<file path="src/rtl/cpu_isa_pkg.sv">
// Shared ISA constants and the multdiv sequencer state type for the
// 5-stage pipelined CPU control blocks.
package cpu_isa_pkg;

  // Opcode field encodings (instruction bits [31:27]).
  localparam logic [4:0] OP_RTYPE = 5'b00000;
  localparam logic [4:0] OP_J     = 5'b00001;
  localparam logic [4:0] OP_BNE   = 5'b00010;
  localparam logic [4:0] OP_JAL   = 5'b00011;
  localparam logic [4:0] OP_JR    = 5'b00100;
  localparam logic [4:0] OP_ADDI  = 5'b00101;
  localparam logic [4:0] OP_BLT   = 5'b00110;
  localparam logic [4:0] OP_SW    = 5'b00111;
  localparam logic [4:0] OP_LW    = 5'b01000;
  localparam logic [4:0] OP_SETX  = 5'b10101;
  localparam logic [4:0] OP_BEX   = 5'b10110;

  // ALU-op field encodings that route to the multiplier/divider.
  localparam logic [4:0] ALU_MUL  = 5'b00110;
  localparam logic [4:0] ALU_DIV  = 5'b00111;

  // Status register read implicitly by bex.
  localparam logic [4:0] REG_STATUS = 5'd30;

  typedef enum logic [1:0] {
    MD_IDLE,
    MD_BUSY,
    MD_DONE
  } md_state_t;

  // True when the opcode/aluop pair names a mul or div.
  function automatic logic is_multdiv(input logic [4:0] opcode,
                                      input logic [4:0] aluop);
    return (opcode == OP_RTYPE) && ((aluop == ALU_MUL) || (aluop == ALU_DIV));
  endfunction

endpackage

</file>
<file path="src/rtl/src_reg_decode.sv">
// Source-register usage decode for the instruction in the F/D latch.
// Reports which register fields are actually read; register 0 filtering
// is left to the consumer (hazard or forwarding logic).
module src_reg_decode
  import cpu_isa_pkg::*;
(
  input  logic [4:0] opcode,
  input  logic [4:0] rs,
  input  logic [4:0] rt,
  input  logic [4:0] rd,
  output logic       uses_a,
  output logic       uses_b,
  output logic [4:0] reg_a,
  output logic [4:0] reg_b
);

  // Map each opcode to the register fields it reads.
  always_comb begin
    uses_a = 1'b0;
    uses_b = 1'b0;
    reg_a  = '0;
    reg_b  = '0;
    case (opcode)
      OP_RTYPE: begin
        uses_a = 1'b1; reg_a = rs;
        uses_b = 1'b1; reg_b = rt;
      end
      OP_ADDI, OP_LW: begin
        uses_a = 1'b1; reg_a = rs;
      end
      OP_SW: begin
        uses_a = 1'b1; reg_a = rs;
        uses_b = 1'b1; reg_b = rd;
      end
      OP_BNE, OP_BLT: begin
        uses_a = 1'b1; reg_a = rd;
        uses_b = 1'b1; reg_b = rs;
      end
      OP_JR: begin
        uses_a = 1'b1; reg_a = rd;
      end
      OP_BEX: begin
        uses_a = 1'b1; reg_a = REG_STATUS;
      end
      default: begin
        uses_a = 1'b0;
        uses_b = 1'b0;
      end
    endcase
  end

endmodule

</file>
<file path="src/rtl/pipeline_hazard_ctrl.sv">
// Hazard and sequencing controller: load-use stall, taken-branch flush and
// the multdiv start/wait/writeback sequence for the 5-stage pipeline.
module pipeline_hazard_ctrl
  import cpu_isa_pkg::*;
#(
  parameter int unsigned MD_MAX_CYCLES = 40,
  parameter int unsigned CNT_W         = 6
) (
  input  logic       clock,
  input  logic       reset,
  input  logic [4:0] fd_opcode,
  input  logic [4:0] fd_rs,
  input  logic [4:0] fd_rt,
  input  logic [4:0] fd_rd,
  input  logic [4:0] dx_opcode,
  input  logic [4:0] dx_aluop,
  input  logic [4:0] dx_rd,
  input  logic       branch_taken,
  input  logic       md_ready,
  output logic       stall_fd,
  output logic       stall_dx,
  output logic       bubble_xm,
  output logic       bubble_dx,
  output logic       flush_fd,
  output logic       md_ctrl_mult,
  output logic       md_ctrl_div,
  output logic       md_wb_sel,
  output logic       md_timeout
);

  localparam logic [CNT_W-1:0] CNT_LAST = CNT_W'(MD_MAX_CYCLES - 1);

  logic       uses_a;
  logic       uses_b;
  logic [4:0] reg_a;
  logic [4:0] reg_b;

  src_reg_decode u_src_reg_decode (
    .opcode (fd_opcode),
    .rs     (fd_rs),
    .rt     (fd_rt),
    .rd     (fd_rd),
    .uses_a (uses_a),
    .uses_b (uses_b),
    .reg_a  (reg_a),
    .reg_b  (reg_b)
  );

  logic dx_is_lw;
  logic dx_is_md;
  logic load_use;

  // Load-use detection; a nonzero dx_rd match also excludes r0 on the F/D side.
  always_comb begin
    dx_is_lw = (dx_opcode == OP_LW);
    dx_is_md = is_multdiv(dx_opcode, dx_aluop);
    load_use = dx_is_lw && (dx_rd != '0) &&
               ((uses_a && (reg_a == dx_rd)) || (uses_b && (reg_b == dx_rd)));
  end

  md_state_t        state_q,   state_d;
  logic [CNT_W-1:0] cnt_q,     cnt_d;
  logic             timeout_q, timeout_d;
  logic             mult_q,    mult_d;
  logic             div_q,     div_d;
  logic             md_stall;

  // Multdiv sequencer next-state: start pulse registered into the first BUSY cycle.
  always_comb begin
    state_d   = state_q;
    cnt_d     = cnt_q;
    timeout_d = timeout_q;
    mult_d    = 1'b0;
    div_d     = 1'b0;
    md_stall  = 1'b0;
    case (state_q)
      MD_IDLE: begin
        cnt_d     = '0;
        timeout_d = 1'b0;
        if (dx_is_md) begin
          md_stall = 1'b1;
          state_d  = MD_BUSY;
          mult_d   = (dx_aluop == ALU_MUL);
          div_d    = (dx_aluop == ALU_DIV);
        end
      end
      MD_BUSY: begin
        md_stall = 1'b1;
        cnt_d    = cnt_q + 1'b1;
        if (md_ready) begin
          state_d = MD_DONE;
        end else if (cnt_q == CNT_LAST) begin
          state_d   = MD_DONE;
          timeout_d = 1'b1;
        end
      end
      MD_DONE: begin
        state_d   = MD_IDLE;
        cnt_d     = '0;
        timeout_d = 1'b0;
      end
      default: begin
        state_d   = MD_IDLE;
        cnt_d     = '0;
        timeout_d = 1'b0;
      end
    endcase
  end

  // Sequencer state and registered start pulses, synchronous reset.
  always_ff @(posedge clock) begin
    if (reset) begin
      state_q   <= MD_IDLE;
      cnt_q     <= '0;
      timeout_q <= 1'b0;
      mult_q    <= 1'b0;
      div_q     <= 1'b0;
    end else begin
      state_q   <= state_d;
      cnt_q     <= cnt_d;
      timeout_q <= timeout_d;
      mult_q    <= mult_d;
      div_q     <= div_d;
    end
  end

  // Output merge; flush overrides the load-use stall, and reset silences everything.
  always_comb begin
    stall_fd     = 1'b0;
    stall_dx     = 1'b0;
    bubble_xm    = 1'b0;
    bubble_dx    = 1'b0;
    flush_fd     = 1'b0;
    md_ctrl_mult = 1'b0;
    md_ctrl_div  = 1'b0;
    md_wb_sel    = 1'b0;
    md_timeout   = 1'b0;
    if (!reset) begin
      stall_fd     = md_stall || (load_use && !branch_taken);
      stall_dx     = md_stall;
      bubble_xm    = md_stall;
      bubble_dx    = load_use || branch_taken;
      flush_fd     = branch_taken;
      md_ctrl_mult = mult_q;
      md_ctrl_div  = div_q;
      md_wb_sel    = (state_q == MD_DONE);
      md_timeout   = (state_q == MD_DONE) && timeout_q;
    end
  end

endmodule

</file>
<file path="config.mk">
export PLATFORM = sky130hd
export DESIGN_NAME = pipeline_hazard_ctrl
export DESIGN_NICKNAME = d
export VERILOG_FILES = /design/src/rtl/cpu_isa_pkg.sv /design/src/rtl/src_reg_decode.sv /design/src/rtl/pipeline_hazard_ctrl.sv
export SDC_FILE = /design/constraint.sdc
export NUM_CORES = 1
export LEC_CHECK = 0
export CAP_MARGIN = 10
export CORE_MARGIN = 1
export CORE_UTILIZATION = 37
export CTS_BUF_LIST = sky130_fd_sc_hd__clkbuf_4 sky130_fd_sc_hd__clkbuf_8
export DETAILED_ROUTE_END_ITERATION = 8
export GPL_TIMING_DRIVEN = 1
export PLACE_DENSITY = 0.76
export REMOVE_ABC_BUFFERS = 1
export SYNTH_ARGS = -nofsm -noshare
export SYNTH_HDL_FRONTEND = slang
export SYNTH_SLANG_ARGS = --single-unit
</file>
<file path="constraint.sdc">
create_clock -name clock -period 3.2 [get_ports clock]
set_input_delay 0.64 -clock clock [delete_from_list [all_inputs] [get_ports clock]]
set_output_delay 0.64 -clock clock [all_outputs]
set_load 0.03 [all_outputs]
</file>
# Word-level counts from Yosys, hierarchy flattened
# Cells that the tools add are included.
# totals
register_bits	11
output_inout_bits	9
elab_cells	70
# op_classes
add_sub_neg	1
eq_ne	17
muxes	18
bitwise_logic	4
n_reduce_logical	25
# ops
op	count
$eq 5x3->1 const B	6
$pmux 5 s3	2
$mux 1	11
$eq 5x4->1 const B	2
$eq 5x5->1	2
$logic_not 5->1	2
$reduce_or 4->1	2
$reduce_or 8->1	1
$logic_and 1x1->1	7
$add 6x1->6 const B	1
$eq 6x6->1 const B	1
$mux 2	3
$reduce_or 3->1	2
$eq 5x2->1 const B	1
$eq 5x5->1 const B	1
$reduce_bool 5->1	1
$logic_or 1x1->1	4
$not 1->1	4
$pmux 2 s2	1
$reduce_and 2->1	2
$reduce_or 2->1	2
$ne 3x3->1 const B	1
$eq 2x1->1 const B	1
$eq 2x2->1 const B	1
other kinds (4)	4

# Depth between registers and ports, before layout
# logic_depth
ltp_word	10
mapped_depth	7

# By module
# Synthesis repeated with hierarchy kept, for this count alone.
# hier_totals
hier_cells	98
area_unflattened_um2	872.1
# modules_own_cells
mod	instances	cells_each	area_each_um2	seq_area_each_um2
pipeline_hazard_ctrl	1	69	621.8	220.2
src_reg_decode	1	29	250.2	0.0

# Least setup slack after synthesis
# No wires, ideal clock.
# synth_path
path_kind	input to output
startpoint	input dx_opcode[1]
endpoint	output stall_fd
arrival_time_ns	2.275
required_time_ns	2.560
path_slack_ns	0.285
path_stages	4
cell_sequence	nor4_1 a31oi_1 nor3_1 nand3b_1
# synth_between
elab_chain_cells	6
# synth_lines
element	line	rtl
from (decl)	pipeline_hazard_ctrl.sv:15	input logic [4:0] dx_opcode,
$logic_not 5->1 or $eq 5x4->1 (tied branches)	cpu_isa_pkg.sv:34, pipeline_hazard_ctrl.sv:55	
$logic_and 1x1->1 (on tied branches)	cpu_isa_pkg.sv:34, pipeline_hazard_ctrl.sv:57	
$mux 1 or $logic_and 1x1->1 (tied branches)	pipeline_hazard_ctrl.sv:80, pipeline_hazard_ctrl.sv:57	
$pmux 1 s2 or $logic_and 1x1->1 (tied branches)	pipeline_hazard_ctrl.sv:76, pipeline_hazard_ctrl.sv:139	
$logic_or 1x1->1 (*)	pipeline_hazard_ctrl.sv:139	stall_fd = md_stall || (load_use && !branch_taken);
$mux 1 (*)	pipeline_hazard_ctrl.sv:138	if (!reset) begin
to (decl)	pipeline_hazard_ctrl.sv:20	output logic stall_fd,
# Mark *: on every way between the ends. The rest lies on a longest branch, timed or not.

# Worst setup path in the final report
# layout_path
startpoint	input dx_rd[1]
endpoint	output stall_fd
# layout_between
elab_chain_cells	7
# layout_lines
element	line	rtl
from (decl)	pipeline_hazard_ctrl.sv:17	input logic [4:0] dx_rd,
$eq 5x5->1	pipeline_hazard_ctrl.sv:58	((uses_a && (reg_a == dx_rd)) || (uses_b && (reg_b == dx_rd)));
$logic_and 1x1->1	pipeline_hazard_ctrl.sv:58	
$logic_or 1x1->1	pipeline_hazard_ctrl.sv:58	
$logic_and 1x1->1 (*)	pipeline_hazard_ctrl.sv:57	load_use = dx_is_lw && (dx_rd != '0) &&
$logic_and 1x1->1 (*)	pipeline_hazard_ctrl.sv:139	
$logic_or 1x1->1 (*)	pipeline_hazard_ctrl.sv:139	
$mux 1 (*)	pipeline_hazard_ctrl.sv:138	
# Marked as above.

==> metrics.csv <==
metric,value,unit
yosys_register_bits,11,
yosysSeqAreaShare,21.0,%
port_buffers,47,
clockBufferDepth,2,
first_iter_violations,52,
power.density,213,mW/mm^2
die_h,55.2,microns
finalSetupViolations,0,
drc,0,
diodes,0,
firstDrtPassIters,4,
grt_max_degree,11,
path_max_fanout,4,
die_width,55.2,microns
synth_warnings,0,
p_leak,0.722,nW
crit_required,2.56,ns
synthTopCellsByArea,"dfxtp_1 21%, a32o_1 7.6%, nor2_1 6.4%, o21ai_0 3.8%, or3_1 3.6%",
synth-async-reset-ratio,0,%
layout-drive-gt1-share,28.0,%
root_buffer,clkbuf_4,
slowest_stage,or4_1,
drv_slew,0,
vias,1302,
max_cap_viol_count,0,
critPathCaptureType,primary output,
grt_pass1_vias,1256,
maxSlewHeadroom,73.8,%
synth_edf_count,0,
ys.flop_type,dfxtp_1,
wl_met1,1.50,mm
hpwl,2.65,mm
slowest_delay,0.56,ns
max-vdd-ir-drop,0.313,mV
grt_pass1_wl,5.46,mm
wl_met3,257,microns
syn_inst,129,
antenna_found_initial,0,
synth_top_area_share,21.0,%
synthAdderAreaFrac,1.19,%
synth_top_family_by_area,simple AND/OR/NAND/NOR gates,
rows,18,
yosysMostFrequentCell,nor2_1,
min_period_over_period,97.4,%
initial_core_util,40.8,%
clock_sinks,11,
via_per_inst,5.66,
holdCritPathClass,reg -> reg,
ios,48,
cts_tree,yes,
core_area,0.00257,sq mm
status,completed,
post-synth-top-area-cell,dfxtp_1,
fin_setup_tns,0,ns
ys_types,43,
synth_compound_area_share,25.4,%
period_needed,3.12,ns
worstSetupPathType,in -> out,
dieArea,0.00305,sq mm
wl_per_cell,15.2,microns
synth_xor_xnor_area_share,5.01,%
stdcell_area,0.00181,sq mm
htreeDepth,1,
fmax,0.321,GHz
ant_nets,0,
overflow,0,
yosys.area_share.simple,37.9,%
routed_wl,3.51,mm
clk-insertion-delay-late,0.27,ns
cp.arrival,2.48,ns
hold_viol,0,
startpoint_type,primary input,
area_delta_synth_final,72.3,%
synth_area,0.00105,sq mm
gp_congestion,0.908,
numCtsBuffers,3,
wl_met2,1.72,mm
place_area,0.00166,sq mm
clkTransAtPathRegs,0.07,ns
nNetsFinal,241,
synth_commonest_cells,"18 x nor2_1, 11 x dfxtp_1, 8 x a32o_1, 8 x o21ai_0",
worst_pin_slew,0.389,ns
syn_area_per_cell,8.13,sq um
muxShareOfSynthArea,5.37,%
fin_worst_skew,0.00414,ns
worstPathCellList,clkdlybuf4s50_1 -> or4_1 -> o2111ai_1 -> buf_4 -> a2111oi_4 -> nand4_1 -> nand3b_1 -> buf_6,
top_layer_used,met4,
track_usage,22.3,%
[layout by cell type, fill, tap and decap left out, types with 2 or more instances in the layout]
master	count
inv_1	2
clkbuf_4	4
or3_1	6
nand2_1	6
mux2_4	2
a22oi_2	4
dlymetal6s2s_1	2
nor2b_1	5
nand4_1	5
nand3b_1	2
nand3_1	3
mux2_1	2
nor3b_1	2
a32o_1	7
xor2_1	4
nor2_1	17
buf_6	5
clkdlybuf4s50_1	36
dfxtp_1	11
and3_1	4
o21ai_0	7
a21boi_1	3
clkbuf_2	3
a31oi_1	4
xnor2_1	2
buf_4	24
nor3_1	2
[routing by layer]
layer / global-route usage (%) / up-vias
li1: - / 648
met1: 26.3 / 596
met4: 5.36 / 0
met5: 0 / -
met3: 6.09 / 5
met2: 39.8 / 53
[area by class of cell]
type | count | area [sq um]
Timing Repair Buffer | 72 | 656
Tap cell | 30 | 37.5
Multi-Input combinational cell | 111 | 856
Sequential cell | 11 | 220
Inverter | 2 | 7.51
Fill cell | 221 | 761
Clock buffer | 4 | 30.0
[registers in the layout (all words and copies together) (netlist names)]
name / cells
cnt_q: 6
div_q: 1
mult_q: 1
state_q: 2
timeout_q: 1
[worst max-delay path: cells and delay by family]
| family | cells | cell delay, ns |
|---|---|---|
| and+or+nand+nor | 3 | 0.77 |
| buffers and inverters | 3 | 0.81 |
| AOI/OAI and AO/OA | 2 | 0.25 |
[where the power goes]
part / internal, mW / total (mW) / switching, mW / leakage, nW
Clock: 0.0568 / 0.104 / 0.0471 / 0.0184
Sequential: 0.137 / 0.137 / 0.0000412 / 0.0885
Combinational: 0.0861 / 0.145 / 0.0588 / 0.615
Total: 0.280 / 0.386 / 0.106 / 0.722
[metrics by stage]
stage / util (%) / total power, mW / hold slack, ns / cells / setup slack, ns
CTS: 69.3 / 0.386 / 0.454 / 229 / 0.0168
global route: 70.4 / 0.409 / 0.488 / 230 / -0.00708
floorplan: - / 0.182 / 0.418 / 124 / -0.283
detailed placement: 64.7 / 0.270 / 0.438 / 221 / -0.296
finish: 70.4 / 0.386 / 0.448 / 230 / 0.0828
global placement: 64.7 / 0.268 / 0.431 / 221 / -0.277
[cells by family (layout without fill, tap and decap cells)]
kind of cell,Yosys count,count (layout)
xor+xnor,6,6
simple gates,66,66
mux,5,5
flops,11,11
fa+ha+maj,1,1
buf+inv,7,78
compound gates,33,33
[path summary, 6_finish.rpt]
check	from	endpoint	slack, ns	depth (start not counted)
max	dx_rd[1]	stall_fd	0.08	8
min	cnt_q[0]	cnt_q[0]	0.45	1
max reg2reg	state_q[1]	div_q	2.03	3
min reg2reg	cnt_q[0]	cnt_q[0]	0.45	1
[repair_timing]
item                                    4_1_cts  5_1_grt
hold buffers                                  0        0
resized for setup                            23       16
endpoints found under the setup margin        2        2
pin swaps                                     5       10
setup buffers                                 4        1
endpoints found under the hold margin         0        0
Note: power is estimated with default switching activity, not from simulation.
